===== src/rtl/mips_pkg.sv =====
// Shared MIPS pipeline definitions: register-file addressing and pipeline controller types.
// Latency: n/a (types and constants only).
// Backpressure: n/a.
package mips_pkg;

    // Register file addressing
    localparam int REG_ADDR_WIDTH = 5;
    localparam logic [REG_ADDR_WIDTH-1:0] ZERO_REG = 5'd0;

    // Pipeline controller states
    typedef enum logic [1:0] {
        PCTRL_RUN    = 2'd0,
        PCTRL_DRAIN  = 2'd1,
        PCTRL_HALTED = 2'd2
    } pctrl_state_t;

    // Latch control bundle driven by the pipeline controller
    typedef struct packed {
        logic pc_write;
        logic if_id_write;
        logic if_id_flush;
        logic id_ex_flush;
        logic ex_mem_flush;
    } pctrl_ctl_t;

    // Free-running pipeline: everything advances, nothing squashed
    localparam pctrl_ctl_t CTL_RUN    = '{1'b1, 1'b1, 1'b0, 1'b0, 1'b0};
    // Front end frozen, bubbles into EX, older work continues to WB
    localparam pctrl_ctl_t CTL_DRAIN  = '{1'b0, 1'b0, 1'b0, 1'b1, 1'b0};
    // Everything frozen and squashed: no memory or regfile side effects
    localparam pctrl_ctl_t CTL_HALTED = '{1'b0, 1'b0, 1'b1, 1'b1, 1'b1};

endpackage


===== src/rtl/sat_counter.sv =====
// Saturating up-counter used for pipeline performance statistics.
// Latency: count reflects inc one clk edge later; holds at all-ones once reached.
// Backpressure: none; inc is sampled every cycle.
//
// Ports:
//   clk   - rising-edge clock
//   reset - synchronous active-high clear (overrides inc)
//   inc   - increment request for this cycle
//   count - current count value
module sat_counter #(
    parameter int W = 32
) (
    input  logic         clk,
    input  logic         reset,
    input  logic         inc,
    output logic [W-1:0] count
);

    always_ff @(posedge clk) begin
        if (reset) begin
            count <= '0;
        end else if (inc && (count != '1)) begin
            count <= count + 1'b1;
        end
    end

endmodule


===== src/rtl/pipeline_ctrl.sv =====
// Stall/flush controller for the 5-stage pipeline: load-use stalls, mispredict squash, HALT drain/freeze.
// Latency: control outputs are combinational (decided this cycle, applied by latches at next edge); halted/drain_timeout/counters registered.
// Backpressure: stalls the front end (pc_write/if_id_write low) on load-use, during drain and once halted.
//
// Ports:
//   clk, reset                      - clock and synchronous active-high reset
//   id_ex_mem_read, id_ex_rt        - load in EX and its destination register
//   if_id_rs, if_id_rt, if_id_uses_rt - source operands of the instruction in ID
//   id_is_halt, wb_is_halt          - HALT in ID / HALT retired in WB
//   branch_mispredict               - EX-resolved mispredict pulse
//   pc_write, if_id_write           - front-end load enables
//   if_id_flush, id_ex_flush, ex_mem_flush - latch squash controls
//   halted, drain_timeout           - frozen status and sticky drain-timeout error
//   cycle_count, stall_count, flush_count  - saturating performance counters
module pipeline_ctrl
    import mips_pkg::*;
#(
    parameter int CNT_W         = 32,
    parameter int DRAIN_TIMEOUT = 8,
    parameter int TO_W          = 4
) (
    input  logic                      clk,
    input  logic                      reset,
    input  logic                      id_ex_mem_read,
    input  logic [REG_ADDR_WIDTH-1:0] id_ex_rt,
    input  logic [REG_ADDR_WIDTH-1:0] if_id_rs,
    input  logic [REG_ADDR_WIDTH-1:0] if_id_rt,
    input  logic                      if_id_uses_rt,
    input  logic                      id_is_halt,
    input  logic                      branch_mispredict,
    input  logic                      wb_is_halt,
    output logic                      pc_write,
    output logic                      if_id_write,
    output logic                      if_id_flush,
    output logic                      id_ex_flush,
    output logic                      ex_mem_flush,
    output logic                      halted,
    output logic                      drain_timeout,
    output logic [CNT_W-1:0]          cycle_count,
    output logic [CNT_W-1:0]          stall_count,
    output logic [CNT_W-1:0]          flush_count
);

    // Last timeout count value spent in DRAIN before the forced exit
    localparam logic [TO_W-1:0] TO_LAST = TO_W'(DRAIN_TIMEOUT - 1);

    pctrl_state_t    state;
    pctrl_state_t    state_nxt;
    logic [TO_W-1:0] to_cnt;
    logic [TO_W-1:0] to_cnt_nxt;
    logic            dto_set;
    logic            load_use;
    pctrl_ctl_t      ctl;
    logic            stall_inc;
    logic            flush_inc;
    logic            cycle_inc;

    // A load writing $0 never creates a real dependency
    assign load_use = id_ex_mem_read
                   && (id_ex_rt != ZERO_REG)
                   && ((id_ex_rt == if_id_rs)
                       || (if_id_uses_rt && (id_ex_rt == if_id_rt)));

    // Next-state and latch controls
    always_comb begin
        state_nxt  = state;
        to_cnt_nxt = to_cnt;
        dto_set    = 1'b0;
        ctl        = CTL_RUN;
        stall_inc  = 1'b0;
        flush_inc  = 1'b0;

        case (state)
            PCTRL_RUN: begin
                if (branch_mispredict) begin
                    // Squash wrong-path IF/ID and ID/EX; a hazard or HALT
                    // seen this cycle belongs to the wrong path.
                    ctl.if_id_flush = 1'b1;
                    ctl.id_ex_flush = 1'b1;
                    flush_inc       = 1'b1;
                end else if (id_is_halt) begin
                    // Freeze the front end and let HALT itself move into EX
                    ctl.pc_write    = 1'b0;
                    ctl.if_id_write = 1'b0;
                    state_nxt       = PCTRL_DRAIN;
                    to_cnt_nxt      = '0;
                end else if (load_use) begin
                    // Hold PC and IF/ID, insert one bubble; next cycle the
                    // load has left EX so the hazard clears by itself.
                    ctl.pc_write    = 1'b0;
                    ctl.if_id_write = 1'b0;
                    ctl.id_ex_flush = 1'b1;
                    stall_inc       = 1'b1;
                end
            end

            PCTRL_DRAIN: begin
                // Mispredicts are ignored: HALT was already non-speculative
                ctl        = CTL_DRAIN;
                to_cnt_nxt = to_cnt + 1'b1;
                if (wb_is_halt) begin
                    state_nxt = PCTRL_HALTED;
                end else if (to_cnt == TO_LAST) begin
                    state_nxt = PCTRL_HALTED;
                    dto_set   = 1'b1;
                end
            end

            PCTRL_HALTED: begin
                ctl = CTL_HALTED;
            end

            default: begin
                state_nxt = PCTRL_RUN;
            end
        endcase

        // While in reset the latches clear themselves; present free-run controls
        if (reset) begin
            ctl = CTL_RUN;
        end
    end

    always_ff @(posedge clk) begin
        if (reset) begin
            state         <= PCTRL_RUN;
            to_cnt        <= '0;
            halted        <= 1'b0;
            drain_timeout <= 1'b0;
        end else begin
            state  <= state_nxt;
            to_cnt <= to_cnt_nxt;
            // Reported one cycle after the HALTED state is entered
            halted <= (state == PCTRL_HALTED);
            if (dto_set) begin
                drain_timeout <= 1'b1;
            end
        end
    end

    assign pc_write     = ctl.pc_write;
    assign if_id_write  = ctl.if_id_write;
    assign if_id_flush  = ctl.if_id_flush;
    assign id_ex_flush  = ctl.id_ex_flush;
    assign ex_mem_flush = ctl.ex_mem_flush;

    assign cycle_inc = (state != PCTRL_HALTED);

    sat_counter #(.W(CNT_W)) u_cycle_cnt (
        .clk   (clk),
        .reset (reset),
        .inc   (cycle_inc),
        .count (cycle_count)
    );

    sat_counter #(.W(CNT_W)) u_stall_cnt (
        .clk   (clk),
        .reset (reset),
        .inc   (stall_inc),
        .count (stall_count)
    );

    sat_counter #(.W(CNT_W)) u_flush_cnt (
        .clk   (clk),
        .reset (reset),
        .inc   (flush_inc),
        .count (flush_count)
    );

endmodule

===== config.mk =====
export PLATFORM = sky130hd
export DESIGN_NAME = pipeline_ctrl
export DESIGN_NICKNAME = d
export VERILOG_FILES = /design/src/rtl/mips_pkg.sv /design/src/rtl/sat_counter.sv /design/src/rtl/pipeline_ctrl.sv
export SDC_FILE = /design/constraint.sdc
export NUM_CORES = 1
export LEC_CHECK = 0
export BUFFER_PORTS_ARGS = -buffer_cell sky130_fd_sc_hd__buf_2
export CAP_MARGIN = 0
export CELL_PAD_IN_SITES_DETAIL_PLACEMENT = 1
export CELL_PAD_IN_SITES_GLOBAL_PLACEMENT = 1
export CORE_ASPECT_RATIO = 0.6
export CORE_MARGIN = 10
export CORE_UTILIZATION = 43
export CTS_CLUSTER_SIZE = 16
export DETAILED_ROUTE_END_ITERATION = 7
export HOLD_SLACK_MARGIN = 0.06
export PLACE_DENSITY = 0.95
export SETUP_SLACK_MARGIN = 0.5
export SLEW_MARGIN = 20
export SYNTH_ARGS = -nofsm -noshare
export SYNTH_HDL_FRONTEND = slang
export SYNTH_SLANG_ARGS = --single-unit

===== constraint.sdc =====
create_clock -name clk -period 7.6 [get_ports clk]
set_clock_uncertainty 0.2 [all_clocks]
set_input_delay 2.28 -clock clk [delete_from_list [all_inputs] [get_ports clk]]
set_output_delay 2.28 -clock clk [all_outputs]
set_load 0.03 [all_outputs]

== Word level (Yosys, flattened, before mapping) ==
Cells that the tools add are included.
Operators by class
  reduce and logical (&&, ||, !) cells: 12
  multiplexer cells: 24
  $add $sub $neg: 4
  eq/ne operators: 12
  bitwise logic cells: 1
Operators with widths (count)
  32-bit by 1-bit adder with 32-bit output, second input constant: 3
  32-bit inequality test, second input constant: 3
  2-bit 2-to-1 mux: 7
  4-bit case mux with 3 select lines: 1
  1-bit 2-to-1 mux: 11
  5-bit == test: 2
  4-bit 2-to-1 mux: 2
  4-bit case mux with 2 select lines: 1
  1-bit logical AND: 6
  2-bit inequality test, second input constant: 3
  2-bit case mux with 3 select lines: 1
  5-bit 2-to-1 mux: 1
  5-bit nonzero test: 1
  4-bit by 1-bit adder with 4-bit output, second input constant: 1
  4-bit by 3-bit == test with 1-bit output, second input constant: 1
  4-bit AND reduction: 1
  3-bit inequality test, second input constant: 1
  3-bit AND reduction: 1
  2-bit by 1-bit == test with 1-bit output, second input constant: 1
  2-bit == test, second input constant: 1
  2-bit logical NOT: 1
  2-bit nonzero test: 1
  1-bit logical OR: 1
  1-bit inverter: 1
Storage, ports and cells
  word-level logic and storage cells: 60
  bits in registers: 104
  output and inout port bits: 103

== Longest topological paths before layout ==
  depth in word-level cells: 9
  mapped depth: 10
  gate-level depth less buffers: 8

== Hierarchy ==
Synthesis repeated with hierarchy kept, for this count alone.
Unflattened totals
  cell total of the unflattened synthesis: 677
  area, all modules: 5664.2 sq um
Modules (own cells, without submodules)
  sat_counter: sequential area each 640.6 sq um, area an instance 1674.1 sq um, times used 3, cells an instance 199
  pipeline_ctrl: sequential area each 160.2 sq um, area an instance 641.9 sq um, times used 1, cells an instance 80

== Worst setup path after synthesis ==
Ideal clock, no wire load.
  path type: input-to-output
  start point: input id_ex_rt[1]
  end point: output pc_write
  arrival: 4.061 ns
  required time: 5.120 ns
  stages: 6
  slack: 1.059 ns
  cell sequence: or4_1 o21ai_2 nand2b_1 a21oi_1 o21bai_1 buf_4
On the way
  word-level cells in the longest chain between the ends: 9
  elaborated cells on any way between the ends: 12
  those cells by class: 2 x eq/ne; 5 x mux; 5 x reduce/logical
RTL lines
  from (decl): line pipeline_ctrl.sv:25  | input logic [REG_ADDR_WIDTH-1:0] id_ex_rt,
  5-bit == test: line pipeline_ctrl.sv:62  | || (if_id_uses_rt && (id_ex_rt == if_id_rt)));
  1-bit logical AND: line pipeline_ctrl.sv:62
  1-bit logical OR: line pipeline_ctrl.sv:62
  1-bit logical AND (*): line pipeline_ctrl.sv:61  | && ((id_ex_rt == if_id_rs)
  2-bit 2-to-1 mux (*): line pipeline_ctrl.sv:87  | end else if (load_use) begin
  2-bit 2-to-1 mux (*): line pipeline_ctrl.sv:81  | end else if (id_is_halt) begin
  2-bit 2-to-1 mux (*): line pipeline_ctrl.sv:75  | if (branch_mispredict) begin
  4-bit case mux with 3 select lines (*): line pipeline_ctrl.sv:73  | case (state)
  5-bit 2-to-1 mux (*): line pipeline_ctrl.sv:119  | if (reset) begin
  to (decl): line pipeline_ctrl.sv:32  | output logic pc_write,
Every way passes the cells marked *; elsewhere a longest branch is shown, timed or not.

== Final worst setup path ==
  start point: input id_ex_rt[1]
  end point: output id_ex_flush
On the way
  word-level cells in the longest chain between the ends: 9
  elaborated cells on any way between the ends: 12
  those cells by class: 2 x eq/ne; 5 x mux; 5 x reduce/logical
RTL lines
  5-bit == test: line pipeline_ctrl.sv:62
  1-bit logical AND: line pipeline_ctrl.sv:62
  1-bit logical OR: line pipeline_ctrl.sv:62
  1-bit logical AND (*): line pipeline_ctrl.sv:61
  1-bit 2-to-1 mux (*): line pipeline_ctrl.sv:87
  1-bit 2-to-1 mux (*): line pipeline_ctrl.sv:81
  1-bit 2-to-1 mux (*): line pipeline_ctrl.sv:75
  4-bit case mux with 3 select lines (*): line pipeline_ctrl.sv:73
  5-bit 2-to-1 mux (*): line pipeline_ctrl.sv:119
  to (decl): line pipeline_ctrl.sv:35  | output logic id_ex_flush,
Marked as above.

==> impl_summary.log <==
INFO  metric synth.yosys.seq_area_share = 39.8%
INFO  metric cts-buffers-inserted = 9
INFO  metric critPathKind = in2out
INFO  metric clock_sink_count = ~100
INFO  metric synth_area_leaders = sky130_fd_sc_hd__dfxtp_1 (40%), sky130_fd_sc_hd__xor2_1 (8.0%), sky130_fd_sc_hd__nor2_1 (6.6%), sky130_fd_sc_hd__nand4_1 (4.8%), sky130_fd_sc_hd__nand3_1 (4.3%)
INFO  metric timing.critical_path.buf_inv = 2
INFO  metric cp_data_required_time = approximately 5100 ps
INFO  metric dieHeight = approximately 110 um
INFO  metric clock_path_buffers = 2
INFO  metric final_min_period_over_clock_period = a little under nine tenths
INFO  metric postRouteWirelength = approximately 17,000 um
INFO  metric outcome = finished, final reports clean
INFO  metric number_of_nets_produced_by_synthesis = between 600 and 700
INFO  metric drtAntennaViolNets = 0
INFO  metric worst_pin_slew = about 860 ps
INFO  metric power.density = 205 nW/um2
INFO  metric floorplan.die.width = 162 um
INFO  metric tritoncts = yes
INFO  metric number_of_max_cap_violations = 0
INFO  metric initial_utilization = a little over two fifths
INFO  metric first_global_vias = around 5.3k
INFO  metric synth_async_sr_flop_share = 0%
INFO  metric tns = 0 ps
INFO  metric grt_start_max_net_pins = between 50 and 60
INFO  metric cts_hold_fix_bufs = 0
INFO  metric vdd.ir_drop.worst = ~110 uV
INFO  metric track_usage = 19.1%
INFO  metric fp-row-count = 31
INFO  metric synthesized_instance_count = 625
INFO  metric power.static_leakage = 2.50 nW
INFO  metric worst_path_most_repeated_cell = sky130_fd_sc_hd__buf_2
INFO  metric worstSetupStartpointType = input pin
INFO  metric post_cts_resize_count = 0
INFO  metric design.die.area = ~17,000 um2
INFO  metric synth_top_area_share = about two fifths
INFO  metric post_synth_instance_area = 5230 um2
INFO  metric place_ws = roughly 1100 ps
INFO  metric cts_max_level = 3
INFO  metric synthesis.area_per_instance = between 8 and 9 um2
INFO  metric critical_path_arrival = between 4000 and 5000 ps
INFO  metric clk_root_buffer_cell = sky130_fd_sc_hd__clkbuf_16
INFO  metric fin_crit = about 6500 ps
INFO  metric synth_commonest_cells = sky130_fd_sc_hd__dfxtp_1 (104), sky130_fd_sc_hd__nor2_1 (92), sky130_fd_sc_hd__xor2_1 (48), sky130_fd_sc_hd__nand3_1 (45), sky130_fd_sc_hd__nand4_1 (40)
INFO  metric fmaxAchievable = ~0.15 GHz
INFO  metric detail_route.vias_per_cell = 5.69
INFO  metric synth_ff_type = sky130_fd_sc_hd__dfxtp_1
INFO  metric cp_slowest_cell = sky130_fd_sc_hd__or4_1
INFO  metric num_vias = ~5.2k
INFO  metric synth.largest_area_cell = sky130_fd_sc_hd__dfxtp_1
INFO  metric detail_route.drc_violations = 0
INFO  metric cts.clk_slew.worst_paths = 60 ps
INFO  metric starting_drt_drc_count = 192
INFO  metric synth.yosys.warnings = 0
INFO  metric unrepaired_setup_endpoints_after_global_routing = false
INFO  metric synthDistinctLibCells = 55
INFO  metric globalplace.congestion = 0.877
INFO  metric numPortBuffers = between 100 and 150
INFO  metric setup.worst_path.end_class = primary output
INFO  metric boundaryPins = around 130
INFO  metric ff_latch_count_synth = between 100 and 150
INFO  metric postLayoutSetupSlackWorst = 1070 ps
INFO  metric grt_antenna_before_repair = 1
INFO  metric final-hold-violation-count = 0
INFO  metric timing.final.max_slew_violations = 0
INFO  metric final_nets = 770
INFO  metric path_cells = buf_2, or4_1, o21ai_2, nor2_1, a21o_1, a21oi_1, nor3_1, buf_2
INFO  metric synth_most_common_cell = sky130_fd_sc_hd__dfxtp_1
INFO  metric grt.overflow.total = 0
INFO  metric worst-path-max-fanout = 6
INFO  metric category_of_cells_accounting_for_the_largest_share_of_critical_path_delay = simple AND/OR/NAND/NOR gates
INFO  metric final_util = between 50% and 60%
INFO  metric hpwlAfterDp = around 13,000 um
INFO  metric avgRoutedWirePerCell = between 15 and 20 um
INFO  metric holdCritPathClass = reg2reg
INFO  metric max_slew_margin = between 40% and 50%
INFO  metric setup_viol = 0
INFO  metric drive_above_1_share = about a fifth
INFO  metric postCtsSetupBuffers = 0
INFO  metric coreArea = between 10,000 and 15,000 um2
INFO  metric worst_path_largest_cell_delay = between 500 and 600 ps
INFO  metric synth_edf_count = 0
INFO  metric layout-area-overhead-vs-synth = 20.4%
INFO  metric firstDrtPassIters = 4
INFO  metric grt_first_pass_wirelength = between 20,000 and 30,000 um
INFO  metric clock_latency = around 350 ps
[where the power goes]
group	internal (W)	switching (W)	leakage, nW
logic	0.0000668	0.000134	1.50
registers	0.000560	0.0000184	0.839
clock network	0.000293	0.000217	0.162
[through the flow]
stage	cells	area (um2)	hold WS, ps	total power, W
after global routing	911	6300	305	0.00135
after CTS	910	6290	284	0.00130
after detailed placement	894	5970	267	0.000792
after global placement	894	5970	256	0.000779
after floorplan	625	5230	280	0.000732
final	911	6300	277	0.00129
[cells by family (layout without fill, tap and decap cells)]
group / count (synthesis) / after routing / synth area share [%]
simple gates: 320 / 320 / 32.8
flops: 104 / 104 / 39.8
compound gates: 88 / 88 / 10.2
xor+xnor: 69 / 69 / 11.6
buf+inv: 30 / 150 / 2.63
fa+ha+maj: 8 / 8 / 1.91
mux: 6 / 6 / 1.17
other cells: 0 / 1 / 0
[cells in the final DEF, fill, tap and decap left out, types with 8 or more instances in the layout]
| cell | instances |
|---|---|
| sky130_fd_sc_hd__or3_1 | 27 |
| sky130_fd_sc_hd__inv_1 | 8 |
| sky130_fd_sc_hd__clkbuf_16 | 9 |
| sky130_fd_sc_hd__dfxtp_1 | 104 |
| sky130_fd_sc_hd__buf_2 | 123 |
| sky130_fd_sc_hd__and4_1 | 12 |
| sky130_fd_sc_hd__nand3_1 | 45 |
| sky130_fd_sc_hd__nor2_1 | 92 |
| sky130_fd_sc_hd__and3_1 | 14 |
| sky130_fd_sc_hd__xor2_1 | 48 |
| sky130_fd_sc_hd__o21ai_0 | 29 |
| sky130_fd_sc_hd__nand4_1 | 40 |
| sky130_fd_sc_hd__a21oi_1 | 35 |
| sky130_fd_sc_hd__xnor2_1 | 21 |
| sky130_fd_sc_hd__ha_1 | 8 |
| sky130_fd_sc_hd__nand2_1 | 38 |
[area by class of cell]
class                      count  area [um2]
clock inverter                 7         103
inverter                       8        30.0
antenna                        1        2.50
sequential                   104        2080
multi-input combinational    491        3010
tap                          165         206
timing repair buffer         126         638
clock buffer                   9         225
fill                        1466        5690
[sequential cells by signal (all words and copies together), names as in the netlist]
name,flops
halted,1
u_stall_cnt.count,32
drain_timeout,1
u_flush_cnt.count,32
to_cnt,4
state,2
u_cycle_cnt.count,32
[metal layers]
metal | global-route usage, % | vias up | share of wire (%)
met1 | 24.1 | 2565 | 45
met4 | 4.98 | 0 | 1.2
met3 | 5.36 | 17 | 6.3
met2 | 31.5 | 135 | 48
li1 | - | 2469 | -
met5 | 0 | - | 0
[path summary, 6_finish.rpt]
| path | from | endpoint | slack [ps] | depth (start not counted) |
|---|---|---|---|---|
| setup / recovery | id_ex_rt[1] | id_ex_flush | 1070 | 8 |
| setup reg to reg | state[0]$_SDFFE_PP0P_ | u_stall_cnt.count[26]$_SDFFE_PP0P_ | 4600 | 8 |
| hold / removal | drain_timeout$_SDFFE_PP0P_ | drain_timeout$_SDFFE_PP0P_ | 280 | 2 |
| hold reg to reg | drain_timeout$_SDFFE_PP0P_ | drain_timeout$_SDFFE_PP0P_ | 280 | 2 |
[tightest hold or removal path, stage by stage, from the launching register on]
cell                      delay [ps]
sky130_fd_sc_hd__dfxtp_1         330
sky130_fd_sc_hd__a21oi_1          40
sky130_fd_sc_hd__nor2_1           70
(Power assumes the default switching activity.)
